--- src/rtl/sharpen_unsharp_axis_if.sv ---
// Valid/ready stream bundle shared by the sharpening block's input and output sides.
// On the input side tdata packs {original pixel, 3x3 window}.
interface sharpen_unsharp_axis_if #(
   parameter int DATA_W = 8
);
   logic              tvalid;
   logic              tready;
   logic              tuser;
   logic              tlast;
   logic [DATA_W-1:0] tdata;

   modport master (output tvalid, tuser, tlast, tdata, input tready);
   modport slave  (input tvalid, tuser, tlast, tdata, output tready);
endinterface

--- src/rtl/sharpen_unsharp_axis.sv ---
// Unsharp-mask sharpening: Laplacian detail (cross or 8-neighbour), coring, fixed-point gain,
// per-channel add with clamp. Three-stage valid/ready pipeline, config latched on accepted SOF.
module sharpen_unsharp_axis #(
   parameter int PXL_D_WIDTH = 8,
   parameter int NUM_CH      = 3,
   parameter int GAIN_W      = 6,
   parameter int GAIN_FRAC   = 2
) (
   input  logic                      clk,
   input  logic                      rst,
   sharpen_unsharp_axis_if.slave     s_axis,
   sharpen_unsharp_axis_if.master    m_axis,
   input  logic                      cfg_mode,
   input  logic [GAIN_W-1:0]         cfg_gain,
   input  logic [PXL_D_WIDTH-1:0]    cfg_core_thr,
   input  logic                      cfg_bypass
);
   localparam int W      = PXL_D_WIDTH;
   localparam int LAP_W  = W + 5;
   localparam int PROD_W = LAP_W + GAIN_W + 1;
   localparam int DET_W  = W + 2;
   localparam int SUM_W  = W + 3;
   localparam int WIN_W  = 9 * W;
   localparam int ORG_W  = NUM_CH * W;

   localparam logic signed [PROD_W-1:0] RND_HALF = PROD_W'(1 << (GAIN_FRAC - 1));
   localparam logic signed [PROD_W-1:0] DET_MAX  = PROD_W'((1 << (W + 1)) - 1);
   localparam logic signed [PROD_W-1:0] DET_MIN  = PROD_W'(-(1 << (W + 1)));
   localparam logic signed [SUM_W-1:0]  PIX_MAX  = SUM_W'((1 << W) - 1);

   // Round half up (floor after adding half), then saturate to the detail range.
   function automatic logic signed [DET_W-1:0] f_round_sat(input logic signed [PROD_W-1:0] prod);
      logic signed [PROD_W-1:0] rnd;
      rnd = (prod + RND_HALF) >>> GAIN_FRAC;
      if (rnd > DET_MAX) return DET_W'(DET_MAX);
      if (rnd < DET_MIN) return DET_W'(DET_MIN);
      return rnd[DET_W-1:0];
   endfunction

   function automatic logic [W-1:0] f_add_clamp(input logic [W-1:0] org,
                                                input logic signed [DET_W-1:0] det);
      logic signed [SUM_W-1:0] sum;
      sum = SUM_W'($signed({1'b0, org})) + SUM_W'(det);
      if (sum[SUM_W-1]) return '0;
      if (sum > PIX_MAX) return PIX_MAX[W-1:0];
      return sum[W-1:0];
   endfunction

   logic                     w_en_p1, w_en_p2, w_en_p3, w_sof_acc;
   logic                     w_mode, w_bypass;
   logic [GAIN_W-1:0]        w_gain;
   logic [W-1:0]             w_thr;
   logic [LAP_W-1:0]         w_nbr_sum, w_centre;
   logic signed [LAP_W-1:0]  w_lap;
   logic [LAP_W-1:0]         w_abs_p1;
   logic signed [PROD_W-1:0] w_prod_p1;
   logic signed [DET_W-1:0]  w_detail_p1;
   logic [ORG_W-1:0]         w_pix_p2;

   logic                     r_cfg_mode, r_cfg_bypass;
   logic [GAIN_W-1:0]        r_cfg_gain;
   logic [W-1:0]             r_cfg_thr;

   logic                     r_vld_p1, r_user_p1, r_last_p1, r_bypass_p1;
   logic signed [LAP_W-1:0]  r_lap_p1;
   logic [ORG_W-1:0]         r_org_p1;
   logic [GAIN_W-1:0]        r_gain_p1;
   logic [W-1:0]             r_thr_p1;

   logic                     r_vld_p2, r_user_p2, r_last_p2, r_bypass_p2;
   logic signed [DET_W-1:0]  r_detail_p2;
   logic [ORG_W-1:0]         r_org_p2;

   logic                     r_vld_p3, r_user_p3, r_last_p3;
   logic [ORG_W-1:0]         r_data_p3;

   assign w_en_p3 = !r_vld_p3 | m_axis.tready;
   assign w_en_p2 = !r_vld_p2 | w_en_p3;
   assign w_en_p1 = !r_vld_p1 | w_en_p2;
   assign s_axis.tready = w_en_p1;

   // The SOF beat itself already sees the incoming configuration.
   assign w_sof_acc = s_axis.tvalid & s_axis.tuser & w_en_p1;
   assign w_mode    = w_sof_acc ? cfg_mode     : r_cfg_mode;
   assign w_gain    = w_sof_acc ? cfg_gain     : r_cfg_gain;
   assign w_thr     = w_sof_acc ? cfg_core_thr : r_cfg_thr;
   assign w_bypass  = w_sof_acc ? cfg_bypass   : r_cfg_bypass;

   // ---- S1: Laplacian ----
   always_comb begin
      w_nbr_sum = '0;
      for (int i = 0; i < 9; i++) begin
         if (i != 4 && (w_mode || (i % 2 == 1)))
            w_nbr_sum = w_nbr_sum + LAP_W'(s_axis.tdata[i*W +: W]);
      end
      w_centre = LAP_W'(s_axis.tdata[4*W +: W]);
      w_lap    = (w_mode ? (w_centre << 3) : (w_centre << 2)) - w_nbr_sum;
   end

   // ---- S2: coring and gain ----
   assign w_abs_p1    = r_lap_p1[LAP_W-1] ? -r_lap_p1 : r_lap_p1;
   assign w_prod_p1   = PROD_W'(r_lap_p1) * PROD_W'($signed({1'b0, r_gain_p1}));
   assign w_detail_p1 = (w_abs_p1 < LAP_W'(r_thr_p1)) ? '0 : f_round_sat(w_prod_p1);

   // ---- S3: add detail and clamp per channel ----
   always_comb begin
      w_pix_p2 = r_org_p2;
      if (!r_bypass_p2) begin
         for (int k = 0; k < NUM_CH; k++)
            w_pix_p2[k*W +: W] = f_add_clamp(r_org_p2[k*W +: W], r_detail_p2);
      end
   end

   always_ff @(posedge clk) begin
      if (w_en_p1) begin
         r_lap_p1    <= w_lap;
         r_org_p1    <= s_axis.tdata[WIN_W +: ORG_W];
         r_gain_p1   <= w_gain;
         r_thr_p1    <= w_thr;
         r_bypass_p1 <= w_bypass;
      end
      if (w_en_p2) begin
         r_detail_p2 <= w_detail_p1;
         r_org_p2    <= r_org_p1;
         r_bypass_p2 <= r_bypass_p1;
      end
   end

   always_ff @(posedge clk or posedge rst) begin
      if (rst) begin
         r_cfg_mode   <= 1'b0;
         r_cfg_gain   <= '0;
         r_cfg_thr    <= '0;
         r_cfg_bypass <= 1'b1;
         r_vld_p1 <= 1'b0; r_user_p1 <= 1'b0; r_last_p1 <= 1'b0;
         r_vld_p2 <= 1'b0; r_user_p2 <= 1'b0; r_last_p2 <= 1'b0;
         r_vld_p3 <= 1'b0; r_user_p3 <= 1'b0; r_last_p3 <= 1'b0;
         r_data_p3 <= '0;
      end else begin
         if (w_sof_acc) begin
            r_cfg_mode   <= cfg_mode;
            r_cfg_gain   <= cfg_gain;
            r_cfg_thr    <= cfg_core_thr;
            r_cfg_bypass <= cfg_bypass;
         end
         if (w_en_p1) begin
            r_vld_p1  <= s_axis.tvalid;
            r_user_p1 <= s_axis.tuser;
            r_last_p1 <= s_axis.tlast;
         end
         if (w_en_p2) begin
            r_vld_p2  <= r_vld_p1;
            r_user_p2 <= r_user_p1;
            r_last_p2 <= r_last_p1;
         end
         if (w_en_p3) begin
            r_vld_p3  <= r_vld_p2;
            r_user_p3 <= r_user_p2;
            r_last_p3 <= r_last_p2;
            r_data_p3 <= w_pix_p2;
         end
      end
   end

   assign m_axis.tvalid = r_vld_p3;
   assign m_axis.tuser  = r_user_p3;
   assign m_axis.tlast  = r_last_p3;
   assign m_axis.tdata  = r_data_p3;
endmodule

--- src/flat_wrapper.sv ---
// flat-port wrapper written by rule: the top's interface ports become plain ports
module sharpen_unsharp_axis_flat 
#(
   parameter int PXL_D_WIDTH = 8,
   parameter int NUM_CH      = 3,
   parameter int GAIN_W      = 6,
   parameter int GAIN_FRAC   = 2
)
  (clk, rst, cfg_mode, cfg_gain, cfg_core_thr, cfg_bypass, s_axis_tvalid, s_axis_tuser, s_axis_tlast, s_axis_tdata, s_axis_tready, m_axis_tvalid, m_axis_tuser, m_axis_tlast, m_axis_tdata, m_axis_tready);
  sharpen_unsharp_axis_if #(.DATA_W(96)) s_axis_i ();
  sharpen_unsharp_axis_if #(.DATA_W(24)) m_axis_i ();
  input  logic clk;
  input  logic rst;
  input  logic cfg_mode;
  input  logic [GAIN_W-1:0] cfg_gain;
  input  logic [PXL_D_WIDTH-1:0] cfg_core_thr;
  input  logic cfg_bypass;
  input wire logic [$bits(s_axis_i.tvalid)-1:0] s_axis_tvalid;
  input wire logic [$bits(s_axis_i.tuser)-1:0] s_axis_tuser;
  input wire logic [$bits(s_axis_i.tlast)-1:0] s_axis_tlast;
  input wire logic [$bits(s_axis_i.tdata)-1:0] s_axis_tdata;
  output wire logic [$bits(s_axis_i.tready)-1:0] s_axis_tready;
  output wire logic [$bits(m_axis_i.tvalid)-1:0] m_axis_tvalid;
  output wire logic [$bits(m_axis_i.tuser)-1:0] m_axis_tuser;
  output wire logic [$bits(m_axis_i.tlast)-1:0] m_axis_tlast;
  output wire logic [$bits(m_axis_i.tdata)-1:0] m_axis_tdata;
  input wire logic [$bits(m_axis_i.tready)-1:0] m_axis_tready;
  assign s_axis_i.tvalid = s_axis_tvalid;
  assign s_axis_i.tuser = s_axis_tuser;
  assign s_axis_i.tlast = s_axis_tlast;
  assign s_axis_i.tdata = s_axis_tdata;
  assign s_axis_tready = s_axis_i.tready;
  assign m_axis_tvalid = m_axis_i.tvalid;
  assign m_axis_tuser = m_axis_i.tuser;
  assign m_axis_tlast = m_axis_i.tlast;
  assign m_axis_tdata = m_axis_i.tdata;
  assign m_axis_i.tready = m_axis_tready;
  sharpen_unsharp_axis #(.PXL_D_WIDTH(PXL_D_WIDTH), .NUM_CH(NUM_CH), .GAIN_W(GAIN_W), .GAIN_FRAC(GAIN_FRAC)) u_core (.clk(clk), .rst(rst), .s_axis(s_axis_i), .m_axis(m_axis_i), .cfg_mode(cfg_mode), .cfg_gain(cfg_gain), .cfg_core_thr(cfg_core_thr), .cfg_bypass(cfg_bypass));
endmodule
--- config.mk ---
export PLATFORM = sky130hd
export DESIGN_NAME = sharpen_unsharp_axis_flat
export DESIGN_NICKNAME = d
export VERILOG_FILES = /design/src/rtl/sharpen_unsharp_axis_if.sv /design/src/rtl/sharpen_unsharp_axis.sv /design/src/flat_wrapper.sv
export SDC_FILE = /design/constraint.sdc
export NUM_CORES = 1
export LEC_CHECK = 0
export CORE_ASPECT_RATIO = 0.9
export CORE_MARGIN = 2
export CORE_UTILIZATION = 53
export CTS_BUF_LIST = sky130_fd_sc_hd__clkbuf_4
export DETAILED_ROUTE_END_ITERATION = 8
export PLACE_DENSITY = 0.78
export SETUP_SLACK_MARGIN = 0.3
export SYNTH_ARGS = -nofsm -noshare
export SYNTH_HDL_FRONTEND = slang
export SYNTH_SLANG_ARGS = --single-unit
--- constraint.sdc ---
create_clock -name clk -period 10.8 [get_ports clk]
set_clock_uncertainty 0.2 [all_clocks]
set_input_delay 1.08 -clock clk [delete_from_list [all_inputs] [get_ports clk]]
set_output_delay 1.08 -clock clk [all_outputs]
set_load 0.05 [all_outputs]
==> results of run 1 <==
## per-stage QoR
step	area, um2	hold WS (ns)	setup TNS [ns]	std cells	util [%]
5_1_grt	14360	0.2420	0	1676	63.96
2_1_floorplan	12340	0.2003	-3.611	1230	-
3_3_place_gp	14040	0.2005	0	1643	62.55
6_report	14360	0.2317	0	1676	63.96
4_1_cts	14360	0.2337	0	1675	63.95
3_5_place_dp	14040	0.2045	0	1643	62.55
## state kept, by name (all words and copies together), names as in the netlist, 6 cells and up
name / count
u_core.m_axis.tdata: 24
u_core.r_cfg_gain: 6
u_core.r_cfg_thr: 8
u_core.r_detail_p2: 10
u_core.r_gain_p1: 6
u_core.r_lap_p1: 13
u_core.r_org_p1: 24
u_core.r_org_p2: 24
u_core.r_thr_p1: 8
## final cells by class
class | instances | area share (%)
clock inverter | 15 | 1.307
clock buffer | 17 | 0.8889
multi-input combinational | 955 | 55.30
inverter | 104 | 2.728
antenna | 1 | 0.01743
sequential | 136 | 26.75
tap | 297 | 2.588
timing repair buffer | 151 | 10.42
## layout by cell type, fill, tap and decap left out, types with 4 or more instances in the layout
cell,instances
or3_1,5
o211ai_1,4
buf_4,6
inv_6,6
nand2_1,141
o22ai_1,23
fa_1,72
a21oi_2,7
dfrtp_1,48
a21oi_1,81
a211oi_2,5
a31oi_1,11
xnor2_1,60
clkbuf_4,17
nor2_1,55
o21ai_1,29
o21ai_0,19
nand3_1,7
ha_4,6
nor2b_1,19
o31a_1,4
inv_1,101
mux2_2,19
nor3_1,16
mux2i_1,4
edfxtp_1,87
o21a_1,18
a21o_1,27
xor2_1,20
and2_1,59
o31ai_1,4
o21bai_1,18
ha_1,125
a211oi_1,6
clkdlybuf4s50_1,145
nand2b_1,18
## metal layers
layer	part of all wire, %	global-route usage (%)	wire, um	up-vias
met2	50	41.75	13520	241
met3	4.5	3.535	1208	59
met4	2.5	8.628	675	2
met1	43	29.27	11720	4534
met5	0.048	0	13	-
li1	-	-	-	4565
## worst paths after layout
path | depth (start not counted) | slack (ns) | end
min | 0 | 0.23 | u_core.r_org_p2[9]$_DFFE_PP_
min reg2reg | 0 | 0.23 | u_core.r_org_p2[9]$_DFFE_PP_
max | 43 | 1.33 | u_core.r_lap_p1[11]$_DFFE_PN_
min in group asynchronous | 2 | 0.90 | u_core.r_cfg_thr[1]$_DFF_PP0_
max in group asynchronous | 2 | 8.83 | u_core.m_axis.tdata[14]$_DFFE_PP0P_
max reg2reg | 42 | 1.93 | u_core.r_lap_p1[11]$_DFFE_PN_
## cells by family after synthesis
| group | synth area share [%] |
|---|---|
| fa+ha+maj | 25.69 |
| xor+xnor | 5.854 |
| buf+inv | 4.388 |
| simple gates | 14.07 |
| compound gates | 15.92 |
| mux | 2.395 |
| flops | 31.68 |
## worst reg2reg max path, delay by kind of cell, from the launching register on
family	cells	cell delay [ns]
AO/OA/AOI/OAI	14	1.99
XOR/XNOR	6	0.75
adder cells (fa/ha/maj)	9	2.92
buffers and inverters	3	0.40
flip-flops	1	0.44
multiplexers	3	0.68
AND/OR/NAND/NOR	7	1.23
==> out/results.txt, run 1 <==
Synth top area share: 21.56%
Initial antenna violation count: 2
Initial Util: 53.99%
Top cells by count, synth: 141 x nand2_1, 132 x ha_1, 102 x inv_1
HPWL after DPL: 21440 um
Core area: 0.02245 mm2
Top_reg_cell synth: edfxtp_1
Vias in the first global route: 9663
Slowest-stage cell, CP: clkdlybuf4s50_1
Post-synth EDFFs: 87
First-pass DRT Iterations: 5
Post-layout min period: 9.472 ns
YS warnings: 0
Routability cong.: 0.9111
Setup slack after layout: 1.328 ns
Boundary Pins: 146
Die height: 147.5 um
Largest area contributor in the netlist: edfxtp_1
Max Cap Violations: 0
Routed vias: 9401
Area taken by multi-input logic gates: 0.007940 mm2
Worst path max stage delay: 0.50 ns
Share of layout cells above drive strength 1: 7.983%
Hold buffers post-CTS: 0
Post-route ant nets: 0
Routed WL: 27140 um
Startpoint Class: input pin
Vias per cell: 5.609
First-pass GRT wire length: 45530 um
Mapped Avg Cell Area: 9.853 um2
H-tree Lvls: 4
Gr usage total: 23.60%
Max FO, Critical Path: 16
Setup violators final: 0
Nature of the critical path endpoint: register
Synth cell types: 77
Die W: 163.4 um
Count leader, synth: nand2_1
Grt ovf: 0
Layout area overhead: 18.47%
Num Clock Sinks: 136
Clock transition at path regs: 0.12 ns
Asr flop ratio synth: 36.03%
Register area: 0.003840 mm2
Slew headroom: 14.69%
Crit Path Category: in2reg
HP Start: u_core.r_org_p1[9]$_DFFE_PN_
DR DRC count: 0
CP bufs+invs: 4
Clock latency at the later pin of the worst-skew pair: 0.55 ns
DP Worst Slack: 0.7947 ns
Maximum root-to-sink buffer count: 2
Critical Path AT: 9.58 ns
#FFs+latches synth: 136
Slew Limit Fails: 0
Final period utilization: 87.71%
WL/cell: 16.19 um
Worst path most repeated cell: ha_1
Setup repair after global routing missed its margin: no
Sequential-to-total area share from yosys stat: 31.68%
Hold Path Class: reg2reg
1st-iter DRT viols: 629
Worst path top cell family by delay: adder cells
Root buf cell: clkbuf_4
CP required: 10.90 ns
PortBufs: 145
CTS tree: done
Mapped cell area: 0.01212 mm2
CTS Buf Count: 17
DIE AREA: 0.02409 mm2
Critical Path Source: m_axis_tready
Tightest Pin Transition: 1.280 ns
Post-layout nets: 1688
RR Startpoint: u_core.m_axis.tvalid$_DFFE_PP0P_
Pin count of the biggest net entering global routing: 57
Post-cts gate resize count: 0
Site Rows: 52
Synth top area cells: edfxtp_1 22%, ha_1 14%, fa_1 12%, dfrtp_1 9.9%, nand2_1 4.4%
Post-CTS Setup Bufs: 0
Synthesized Nets: 1553
Final hold violation count: 0
Status: finished clean
Mapped Cells: 1230
Fillers: 1803
Achievable Freq: 0.1056 GHz
Power of run 1 is not shown: default switching activity piles up to over one toggle a cycle in this logic, so the estimate is an artifact.
==> run 2: changes to the inputs <==
- CORE_MARGIN: 2 -> 3
==> run 2 against run 1 <==
  * Cell count fell by 0.30%
  * Critical path depth down 2
  * Register-to-register slack improved by 0.18 ns
  * Design area fell by 0.30%
  * Flip-flop and latch count unchanged
==> out/results.txt, run 2 (synthesis gave the netlist of run 1 again) <==
Status: finished clean
Achievable Freq: 0.1076 GHz (+1.9%)
Final hold violation count: 0 (unchanged)
Max FO, Critical Path: 6 (-10)
Hold depth: 0 (unchanged)
Startpoint Class: input pin
Boundary Pins: 146 (unchanged)
Clock latency at the later pin of the worst-skew pair: 0.56 ns (about the same)
Worst path max stage delay: 0.50 ns (about the same)
Post-CTS Setup Bufs: 0 (unchanged)
DP Worst Slack: 0.9978 ns (+0.2032 ns)
CP required: 10.90 ns (about the same)
Post-route ant nets: 0 (unchanged)
Setup slack after layout: 1.507 ns (+0.1790 ns)
FF-to-FF End: u_core.r_lap_p1[11]$_DFFE_PN_
Max Cap Violations: 0 (unchanged)
WL/cell: 16.13 um (-0.38%)
Die W: 165.4 um (+1.2%)
Final period utilization: 86.05% (-1.7 points)
Root buf cell: clkbuf_4
Layout area overhead: 18.12%
DR DRC count: 0 (unchanged)
Initial Util: 54.89% (+0.90 points)
Most common cell after layout, fill and taps aside: clkdlybuf4s50_1
Vias in the first global route: 9574 (-0.92%)
Routed WL: 26960 um (-0.68%)
Post-layout min period: 9.293 ns (-0.1790 ns)
Setup repair after global routing missed its margin: no
RR Startpoint: u_core.m_axis.tvalid$_DFFE_PP0P_
Nature of the critical path endpoint: register
Vias per cell: 5.540 (-1.2%)
DIE AREA: 0.02472 mm2 (+2.6%)
Pin count of the biggest net entering global routing: 57 (unchanged)
Num Clock Sinks: 136 (unchanged)
Maximum root-to-sink buffer count: 2 (unchanged)
PortBufs: 145 (unchanged)
Gr usage total: 23.24% (-0.36 points)
CTS tree: done
Crit Path Category: in2reg
Routed vias: 9257 (-1.5%)
H-tree Lvls: 4 (unchanged)
Fillers: 1826 (+1.3%)
Hold Path Class: reg2reg
FF-to-FF setup slack: 2.11 ns (+0.18 ns)
First-pass DRT Iterations: 4 (-1)
Slew Limit Fails: 0 (unchanged)
Share of layout cells above drive strength 1: 8.049% (+0.067 points)
Worst path most repeated cell: ha_1
Hold buffers post-CTS: 0 (unchanged)
Critical Path AT: 9.39 ns (-0.19 ns)
Post-cts gate resize count: 0 (unchanged)
Setup violators final: 0 (unchanged)
Grt ovf: 0 (unchanged)
1st-iter DRT viols: 512 (-19%)
Most frequent cells in the layout: 145 x clkdlybuf4s50_1, 141 x nand2_1, 125 x ha_1, 101 x inv_1, 87 x edfxtp_1
CTS Buf Count: 17 (unchanged)
Worst r2r path cells: 40 (-4.8%)
HP Start: u_core.r_org_p1[17]$_DFFE_PN_
Die height: 149.5 um (+1.4%)
First-pass GRT wire length: 46330 um (+1.7%)
Post-layout nets: 1689 (+0.059%)
Slowest-stage cell, CP: clkdlybuf4s50_1
Initial antenna violation count: 1 (-1)
Util after Layout: 64.84% (+0.87 points)
Routability cong.: 0.9392 (+3.1%)
Worst hold path endpoint: u_core.r_org_p2[17]$_DFFE_PP_
Tightest Pin Transition: 1.309 ns (+0.02934 ns)
Core area: 0.02208 mm2 (-1.6%)
Slew headroom: 12.74% (-2.0 points)
Clock transition at path regs: 0.15 ns (+0.03 ns)
Site Rows: 51 (-1.9%)
HPWL after DPL: 21550 um (+0.52%)
==> run 2: cell types whose count changed in the layout (fill, tap and decap cells not counted) <==
cell	before	now
bufinv_16	3	1
clkinvlp_4	1	3
buf_4	6	7
clkbuf_4	17	18
clkinv_2	1	0
==> run 2: area by class of cell <==
| class | instances | area [um2] | area share [%] |
|---|---|---|---|
| Antenna cell | 1 | 2.502 | 0.01748 |
| Clock buffer | 18 | 135.1 | 0.9440 |
| Clock inverter | 14 | 137.6 | 0.9615 |
| Inverter | 104 | 391.6 | 2.736 |
| Multi-Input combinational cell | 955 | 7940 | 55.47 |
| Sequential cell | 136 | 3840 | 26.82 |
| Tap cell | 291 | 364.1 | 2.543 |
| Timing Repair Buffer | 152 | 1504 | 10.51 |
==> run 2: worst max-delay path: cells and delay by family <==
family                   cells  cell delay (ns)
adder cells (fa/ha/maj)      9             2.96
AND/OR/NAND/NOR              7             1.21
multiplexers                 3             0.66
AO/OA/AOI/OAI               14             2.07
buffers and inverters        2             0.58
XOR/XNOR                     6             0.83
==> run 2: stage by stage <==
step / cell area [um2] / hold WS (ns) / std cells / setup TNS, ns
final: 14320 / 0.2099 / 1671 / 0
after global routing: 14320 / 0.2262 / 1671 / 0
after CTS: 14310 / 0.2130 / 1670 / 0
after detailed placement: 14040 / 0.2045 / 1638 / 0
after global placement: 14040 / 0.2021 / 1638 / 0
after floorplan: 12340 / 0.2003 / 1230 / -3.611
==> run 2: metal layers <==
layer	GRT usage [%]	part of all wire (%)	vias up
li1	-	-	4559
met1	31.20	45	4415
met2	38.95	48	246
met3	3.875	4.8	37
met4	6.778	1.7	0
met5	0	0	-
==> run 2: worst max path at each step <==
stage / start / to / slack, ns / cells past startpoint
after global placement: m_axis_tready / u_core.r_lap_p1[11]$_DFFE_PN_ / 1.18 / 40
after CTS: m_axis_tready / u_core.r_lap_p1[11]$_DFFE_PN_ / 1.58 / 41
after floorplan: m_axis_tready / u_core.r_lap_p1[11]$_DFFE_PN_ / -0.83 / 43
final: m_axis_tready / u_core.r_lap_p1[11]$_DFFE_PN_ / 1.51 / 41
after detailed placement: m_axis_tready / u_core.r_lap_p1[11]$_DFFE_PN_ / 1.0 / 41
after global routing: m_axis_tready / u_core.r_lap_p1[11]$_DFFE_PN_ / 1.06 / 41
Power of run 2 is left out for the same reason.
==> run 3: changes to the inputs <==
- ABC_AREA: unset -> 0
- CORE_UTILIZATION: 53 -> 46
- PLACE_DENSITY: 0.78 -> 0.69
==> run 3 against run 2 <==
  * First-iteration DRC count is 11% lower
  * Register-to-register slack worse by 0.10 ns
  * Worst hold slack better by 0.011 ns
  * Critical path depth is 1 higher
  * Worst setup slack worse by 0.089 ns
  * Die area is 15% higher
  * Fmax is 0.95% lower
  * Sequential share of layout area is 0.21 points lower
  * Critical path type unchanged
  * Critical endpoint unchanged
==> out/results.txt, run 3 (synthesis gave the netlist of run 1 again) <==
Status: finished clean
Share of layout cells above drive strength 1: 8.122% (+0.073 points)
Max Cap Violations: 0 (unchanged)
DIE AREA: 0.02833 mm2 (+15%)
First-pass DRT Iterations: 5 (+1)
Final period utilization: 86.87% (+0.82 points)
Routed WL: 27440 um (+1.8%)
Vias in the first global route: 9579 (+0.052%)
Initial antenna violation count: 3 (+2)
Hold buffers post-CTS: 0 (unchanged)
Maximum root-to-sink buffer count: 2 (unchanged)
CP bufs+invs: 4 (+2)
Gr usage total: 20.12% (-3.1 points)
Setup TNS Final: 0 ns (unchanged)
Setup violators final: 0 (unchanged)
Slew Limit Fails: 0 (unchanged)
H-tree Lvls: 4 (unchanged)
Routed vias: 9264 (+0.076%)
Stages on the worst setup path: 42 (+2.4%)
Setup repair after global routing missed its margin: no
Final Cell Area: 0.01443 mm2 (+0.78%)
HPWL after DPL: 21940 um (+1.8%)
WL/cell: 15.94 um (-1.2%)
Grt ovf: 0 (unchanged)
Hold Path Class: reg2reg
Worst Setup EP: u_core.r_lap_p1[11]$_DFFE_PN_
CP required: 10.90 ns (about the same)
Num Clock Sinks: 136 (unchanged)
Worst path max stage delay: 0.50 ns (about the same)
Post-cts gate resize count: 0 (unchanged)
Tightest Pin Transition: 1.315 ns (+0.005979 ns)
Most common cell after layout, fill and taps aside: clkdlybuf4s50_1
Worst path top cell family by delay: adder cells
Clock latency at the later pin of the worst-skew pair: 0.55 ns (about the same)
Slowest-stage cell, CP: clkdlybuf4s50_1
FF-to-FF End: u_core.r_lap_p1[11]$_DFFE_PN_
Layout area overhead: 19.04%
Core area: 0.02553 mm2 (+16%)
Routability cong.: 0.8581 (-8.6%)
CTS tree: done
DR DRC count: 0 (unchanged)
Worst path most repeated cell: ha_1
Clock transition at path regs: 0.16 ns (about the same)
Slew headroom: 12.34% (-0.40 points)
FF-to-FF setup slack: 2.01 ns (-0.10 ns)
Post-CTS Setup Bufs: 0 (unchanged)
RR Startpoint: u_core.m_axis.tvalid$_DFFE_PP0P_
Critical Path Source: m_axis_tready
Max FO, Critical Path: 46 (+40)
Post-route ant nets: 0 (unchanged)
Achievable Freq: 0.1066 GHz (-0.95%)
Crit Path Category: in2reg
Site Rows: 55 (+7.8%)
1st-iter DRT viols: 456 (-11%)
Die W: 177.1 um (+7.1%)
Startpoint Class: input pin
Hold_ws: 0.2213 ns (+0.01142 ns)
Setup slack after layout: 1.418 ns (-0.08894 ns)
Most frequent cells in the layout: 145 x clkdlybuf4s50_1, 141 x nand2_1, 125 x ha_1, 101 x inv_1, 87 x edfxtp_1
Pin count of the biggest net entering global routing: 57 (unchanged)
CTS Buf Count: 17 (unchanged)
DP Worst Slack: 0.8842 ns (-0.1136 ns)
Initial Util: 47.47% (-7.4 points)
Die height: 160.0 um (+7.0%)
Post-Place Cell Area: 0.01410 mm2 (+0.45%)
First-pass GRT wire length: 46800 um (+1.0%)
Critical Path AT: 9.48 ns (+0.09 ns)
Worst r2r path cells: 41 (+2.5%)
Post-layout nets: 1689 (unchanged)
Vias per cell: 5.380 (-2.9%)
Root buf cell: clkbuf_4
PortBufs: 145 (unchanged)
Final hold violation count: 0 (unchanged)
Nature of the critical path endpoint: register
Post-layout min period: 9.382 ns (+0.08894 ns)
Boundary Pins: 146 (unchanged)
[run 3: cell count changes in the layout (fill, tap and decap cells not counted), sizes merged]
| cell | previous run | this run |
|---|---|---|
| bufinv | 1 | 2 |
| clkbuf | 18 | 17 |
| clkinv | 3 | 1 |
| clkinvlp | 4 | 2 |
| inv | 110 | 114 |
[run 3: worst min path at each step]
stage / start / endpoint / slack (ns) / cells past startpoint
6_report: u_core.r_org_p1[17]$_DFFE_PN_ / u_core.r_org_p2[17]$_DFFE_PP_ / 0.22 / 0
5_1_grt: u_core.r_org_p1[17]$_DFFE_PN_ / u_core.r_org_p2[17]$_DFFE_PP_ / 0.24 / 0
4_1_cts: u_core.r_org_p1[18]$_DFFE_PN_ / u_core.r_org_p2[18]$_DFFE_PP_ / 0.22 / 0
3_5_place_dp: u_core.r_org_p1[14]$_DFFE_PN_ / u_core.r_org_p2[14]$_DFFE_PP_ / 0.20 / 0
3_3_place_gp: u_core.r_org_p1[13]$_DFFE_PN_ / u_core.r_org_p2[13]$_DFFE_PP_ / 0.20 / 0
2_1_floorplan: u_core.r_bypass_p1$_DFFE_PN_ / u_core.r_bypass_p2$_DFFE_PP_ / 0.20 / 0
[run 3: routing by layer]
layer / vias to the layer above / global-route usage [%] / share of wire [%]
li1: 4568 / - / -
met1: 4474 / 26.45 / 46
met2: 192 / 35.49 / 50
met3: 26 / 2.710 / 3.6
met4: 4 / 4.141 / 0.96
met5: - / 0 / 0.062
[run 3: cell type report]
type	instances	area, um2
Antenna cell	1	2.502
Inverter	104	391.6
Timing Repair Buffer	152	1504
Sequential cell	136	3840
Clock buffer	17	127.6
Tap cell	342	427.9
Clock inverter	15	192.7
Multi-Input combinational cell	955	7940
Fill cell	2218	11100
[run 3: stage by stage]
stage | std cells | utilization [%]
finish | 1722 | 56.51
global route | 1722 | 56.51
CTS | 1721 | 56.50
detailed placement | 1689 | 55.24
global placement | 1689 | 55.24
floorplan | 1230 | -
Power of run 3 is left out for the same reason.
